$ cat config.mk
export PLATFORM = sky130hd
export DESIGN_NAME = hilo_seq
export DESIGN_NICKNAME = d
export VERILOG_FILES = /design/src/rtl/hilo_seq.sv
export SDC_FILE = /design/constraint.sdc
export NUM_CORES = 1
export LEC_CHECK = 0
export CORE_UTILIZATION = 40
export DETAILED_ROUTE_END_ITERATION = 7
export PLACE_DENSITY = 0.87
export SLEW_MARGIN = 10
export SYNTH_ARGS = -nofsm -noshare
export SYNTH_HDL_FRONTEND = slang
export SYNTH_SLANG_ARGS = --single-unit
$ cat constraint.sdc
create_clock -name clk -period 4.8 [get_ports clk]
set_input_delay 0.72 -clock clk [delete_from_list [all_inputs] [get_ports clk]]
set_output_delay 0.72 -clock clk [all_outputs]
set_load 0.02 [all_outputs]
$ cat src/rtl/hilo_seq.sv
`timescale 1ns/1ps
// hilo_seq: sequences the multi-cycle div and mult units for the control FSM
// and holds the architectural HI/LO pair (mfhi/mflo read, mthi/mtlo write).
module hilo_seq #(
    parameter int unsigned TIMEOUT = 0,
    parameter int unsigned CNT_W   = 32
) (
    input  logic        clk,
    input  logic        reset,
    input  logic        start_div,
    input  logic        start_mult,
    input  logic        div_done,
    input  logic        div0,
    input  logic [31:0] div_hi,
    input  logic [31:0] div_lo,
    input  logic        mult_done,
    input  logic [31:0] mult_hi,
    input  logic [31:0] mult_lo,
    input  logic        wr_hi,
    input  logic        wr_lo,
    input  logic [31:0] wr_data,
    input  logic        rd_sel,
    output logic        div_ctrl,
    output logic        mult_ctrl,
    output logic        busy,
    output logic        op_done,
    output logic        div0_exc,
    output logic        timeout_err,
    output logic [31:0] hi,
    output logic [31:0] lo,
    output logic [31:0] rd_data
);

    typedef enum logic [1:0] {IDLE, DIV_RUN, MULT_RUN, DRAIN} state_t;

    localparam logic [CNT_W-1:0] TMO_LIM = CNT_W'(TIMEOUT);
    localparam logic [CNT_W-1:0] CNT_ONE = CNT_W'(1);

    state_t           state_q, state_d;
    logic [CNT_W-1:0] cnt_q, cnt_d, cnt_inc;
    logic             unit_div_q, unit_div_d;   // which unit DRAIN waits on
    logic             div_ctrl_q, div_ctrl_d;
    logic             mult_ctrl_q, mult_ctrl_d;
    logic             busy_q, busy_d;
    logic             op_done_q, op_done_d;
    logic             div0_exc_q, div0_exc_d;
    logic             timeout_err_q, timeout_err_d;
    logic [31:0]      hi_q, hi_d, lo_q, lo_d;
    logic             tmo_hit;

    // Next-state, counter, capture and mthi/mtlo write decisions.
    always_comb begin
        state_d       = state_q;
        cnt_d         = cnt_q;
        unit_div_d    = unit_div_q;
        div_ctrl_d    = div_ctrl_q;
        mult_ctrl_d   = mult_ctrl_q;
        op_done_d     = 1'b0;
        div0_exc_d    = 1'b0;
        timeout_err_d = 1'b0;
        // mthi/mtlo land first so a capture on the same edge overrides them.
        hi_d          = wr_hi ? wr_data : hi_q;
        lo_d          = wr_lo ? wr_data : lo_q;
        // The counter holds completed RUN cycles; the incremented value
        // counts the current one, so RUN lasts exactly TIMEOUT cycles.
        cnt_inc       = (&cnt_q) ? cnt_q : cnt_q + CNT_ONE;
        tmo_hit       = (TIMEOUT != 0) && (cnt_inc == TMO_LIM);

        case (state_q)
            IDLE: begin
                if (start_div) begin
                    state_d    = DIV_RUN;
                    div_ctrl_d = 1'b1;
                    unit_div_d = 1'b1;
                    cnt_d      = '0;
                end else if (start_mult) begin
                    state_d     = MULT_RUN;
                    mult_ctrl_d = 1'b1;
                    unit_div_d  = 1'b0;
                    cnt_d       = '0;
                end
            end
            DIV_RUN: begin
                cnt_d = cnt_inc;
                if (div_done) begin
                    div_ctrl_d = 1'b0;
                    state_d    = DRAIN;
                    if (div0) begin
                        div0_exc_d = 1'b1;
                    end else begin
                        hi_d = div_hi;
                        lo_d = div_lo;
                    end
                end else if (tmo_hit) begin
                    div_ctrl_d    = 1'b0;
                    state_d       = DRAIN;
                    timeout_err_d = 1'b1;
                end
            end
            MULT_RUN: begin
                cnt_d = cnt_inc;
                if (mult_done) begin
                    mult_ctrl_d = 1'b0;
                    state_d     = DRAIN;
                    hi_d        = mult_hi;
                    lo_d        = mult_lo;
                end else if (tmo_hit) begin
                    mult_ctrl_d   = 1'b0;
                    state_d       = DRAIN;
                    timeout_err_d = 1'b1;
                end
            end
            DRAIN: begin
                // Wait for the unit to drop done so a stale done can never
                // retire the next operation early.
                if (!(unit_div_q ? div_done : mult_done)) begin
                    state_d   = IDLE;
                    op_done_d = 1'b1;
                end
            end
            default: state_d = IDLE;
        endcase

        busy_d = (state_d != IDLE);
    end

    // State and registered outputs; reset drops ctrl lines and clears HI/LO at once.
    always_ff @(posedge clk or posedge reset) begin
        if (reset) begin
            state_q       <= IDLE;
            cnt_q         <= '0;
            unit_div_q    <= 1'b0;
            div_ctrl_q    <= 1'b0;
            mult_ctrl_q   <= 1'b0;
            busy_q        <= 1'b0;
            op_done_q     <= 1'b0;
            div0_exc_q    <= 1'b0;
            timeout_err_q <= 1'b0;
            hi_q          <= '0;
            lo_q          <= '0;
        end else begin
            state_q       <= state_d;
            cnt_q         <= cnt_d;
            unit_div_q    <= unit_div_d;
            div_ctrl_q    <= div_ctrl_d;
            mult_ctrl_q   <= mult_ctrl_d;
            busy_q        <= busy_d;
            op_done_q     <= op_done_d;
            div0_exc_q    <= div0_exc_d;
            timeout_err_q <= timeout_err_d;
            hi_q          <= hi_d;
            lo_q          <= lo_d;
        end
    end

    assign div_ctrl    = div_ctrl_q;
    assign mult_ctrl   = mult_ctrl_q;
    assign busy        = busy_q;
    assign op_done     = op_done_q;
    assign div0_exc    = div0_exc_q;
    assign timeout_err = timeout_err_q;
    assign hi          = hi_q;
    assign lo          = lo_q;
    assign rd_data     = rd_sel ? hi_q : lo_q;

endmodule

==> results.py <==
metrics = {
    "logic_synthesis": {
        "yosysTopAreaCell": "dfrtp_1",
        "yosys-top-cells-area": "dfrtp_1 43%, mux2i_1 15%, a22oi_1 11%",
        "synthFlopType": "dfrtp_1",
        "ys_warn_count": 0,
        "synth_edf_count": 0,
        "syn-mean-instance-area_um2": 11.20,
        "yosysSeqAreaShare": 0.4255,
        "synth.distinct_cells": 30,
        "synthTopCellsByCount": "72 x dfrtp_1, 64 x a22oi_1, 64 x mux2i_1, 63 x o22ai_1, 31 x mux2_2",
        "yosysMostFrequentCell": "dfrtp_1",
        "async_flop_share": 1.000,
        "ys_ff_latch": 72,
        "synth_fp_nets": 552,
        "syn_inst": 378,
        "syn_area_um2": 4234,
        "yosys.area.top_type_share": 0.4255,
    },
    "setup_path": {
        "crit_required_ps": 4080,
        "crit_type": "input pin to output port",
        "crit_chain": "buf_2 > mux2_2 > clkdlybuf4s50_1",
        "crit_slowest_cell": "buf_2",
        "cp_slowest_stage_delay_ps": 630,
        "endpoint_kind": "output port",
        "cp.arrival_ps": 2330,
        "r2r_start": "state_q[1]$_DFF_PP0_",
        "path_delay_family": "buffers and inverters",
        "crit_buf_inv": 2,
        "crit_path_start": "rd_sel",
        "crit_fanout": 32,
        "crit_path_start_kind": "input pin",
    },
    "clock_network": {
        "ctsResizeCount": 0,
        "root_buffer": "clkbuf_8",
        "htreeDepth": 3,
        "postCtsSetupBuffers": 0,
        "cts_made_buffers": 9,
        "clk_latency_ps": 330,
        "path_clk_slew_ps": 80,
        "tritoncts": "built",
        "ctsHoldBuffers": 0,
        "clock_path_buffers": 2,
        "clock_sinks": 72,
    },
    "layout": {
        "design_area_um2": 7087,
        "finalNetCount": 795,
        "final_core_utilization": 0.6896,
        "antenna_cells": 0,
        "drive_gt1_frac": 0.09585,
        "area_delta_synth_final_pct": 67.38,
    },
    "detailed_routing": {
        "antenna_left": 0,
        "via_per_inst": 5.694,
        "dr_total_vias": 4339,
        "drtIter0Drc": 279,
        "drc": 0,
        "wl_per_cell_um": 19.65,
        "first_pass_iters": 5,
        "wirelength_um": 14970,
    },
    "place": {
        "port_buffers": 270,
        "placed_area_um2": 6873,
        "gp_congestion": 0.7882,
        "post-dp-hpwl_um": 10830,
    },
    "sta": {
        "fin_crit_sh": 0.6359,
        "drv_slew": 0,
        "worst_pin_slew_ps": 1220,
        "final-setup-viol-count": 0,
        "final.setup.tns_ps": 0,
        "slew_headroom": 0.1865,
        "hold_slack_ps": 531.4,
        "finalCriticalPeriod_ps": 3052,
        "clock-skew-final_ps": 8.593,
        "hold_violations": 0,
        "fmax_mhz": 327.6,
        "rsz0062_at_grt": "no",
    },
    "power_and_ir_drop": {
        "power_leakage_nw": 2.864,
        "cellPowerDensity_nw_per_um2": 571.3,
        "vdd_drop_max_uv": 381.9,
        "power_w": 0.004049,
    },
    "floorplan": {
        "fp.dieH_um": 104.9,
        "die-area_um2": 11000,
        "io_pins": 272,
        "fp-row-count": 37,
        "die_w_um": 104.9,
        "fp.coreArea_um2": 10280,
        "start_util": 0.4120,
    },
    "global_routing": {
        "grt_max_degree": 66,
        "grt.total_usage": 0.2654,
        "grt_pass1_vias": 4426,
        "grt_overflow": 0,
        "antenna_found_initial": 0,
        "grt_pass1_wl_um": 22920,
    },
    "worst_hold_path": {
        "min_from": "unit_div_q$_DFFE_PP0P_",
        "hold_class": "flip-flop to flip-flop",
    },
    "status": {
        "status": "finished clean",
    },
    "job": {
        "cap_violations": 0,
    },
}
## metal layers
layer,global-route usage,part of all wire,vias up
met5,0,0,-
met4,0.1026,0.026,0
met3,0.04991,0.070,31
met2,0.4659,0.51,214
met1,0.3208,0.39,2122
li1,-,-,1972
## path summary, 6_finish.rpt
check / endpoint / slack, ps / depth (start not counted)
max in group asynchronous: lo[22]$_DFF_PP0_ / 3010 / 3
setup / recovery: rd_data[30] / 1750 / 3
hold reg to reg: unit_div_q$_DFFE_PP0P_ / 530 / 1
min in group asynchronous: lo[28]$_DFF_PP0_ / 820 / 2
hold / removal: unit_div_q$_DFFE_PP0P_ / 530 / 1
setup reg to reg: lo[23]$_DFF_PP0_ / 2170 / 5
## report_power, final
group / internal (W) / switching [W] / total (W)
Combinational: 0.00113 / 0.00130 / 0.00242
Sequential: 0.000873 / 0.000235 / 0.00111
Clock: 0.000293 / 0.000224 / 0.000518
Total: 0.00229 / 0.00176 / 0.00405
## cell usage in the layout, fill, tap and decap left out, types with 2 or more instances in the layout
master and instances:
clkdlybuf4s50_1 267, buf_4 3, clkbuf_8 9, a22oi_1 64, dfrtp_1 72, mux2_1 2, o22ai_1 63, a21oi_1 3
inv_2 2, buf_2 3, bufinv_16 2, clkbuf_1 2, mux2_2 31, o31ai_1 2, inv_1 7, o22ai_2 3
nand2b_1 3, ha_1 4, nor2_1 2, mux2i_1 64, nand2_1 2, a211oi_1 2
## cell type report
type	count	area, um^2
sequential	72	1802
fill	789	3191
clock buffer	11	131.4
inverter	9	33.78
tap	136	170.2
clock inverter	5	81.33
multi-input combinational	256	2158
timing repair buffer	273	2710
## worst reg2reg max path, cell delays in order (launching register included)
cell,delay [ps]
dfrtp_1,430
inv_1,110
ha_1,370
and3b_2,1080
a22oi_1,330
o22ai_1,230
## metrics by stage
| stage | instances | setup WS (ps) |
|---|---|---|
| 2_1_floorplan | 378 | 2255 |
| 3_3_place_gp | 746 | 1806 |
| 3_5_place_dp | 746 | 1748 |
| 4_1_cts | 762 | 1751 |
| 5_1_grt | 762 | 1698 |
| 6_report | 762 | 1748 |
## logic make-up (layout without fill, tap and decap cells)
kind of cell,count (synthesis),after routing,share of synthesized area
buffers and inverters,50,298,0.06531
AOI/OAI and AO/OA,143,143,0.2423
adders and majority gates,4,4,0.01182
and+or+nand+nor,11,11,0.01508
muxes,97,97,0.2391
other,1,1,0.0008857
DFF,72,72,0.4255
No activity file was read; power rests on OpenSTA's default activity.
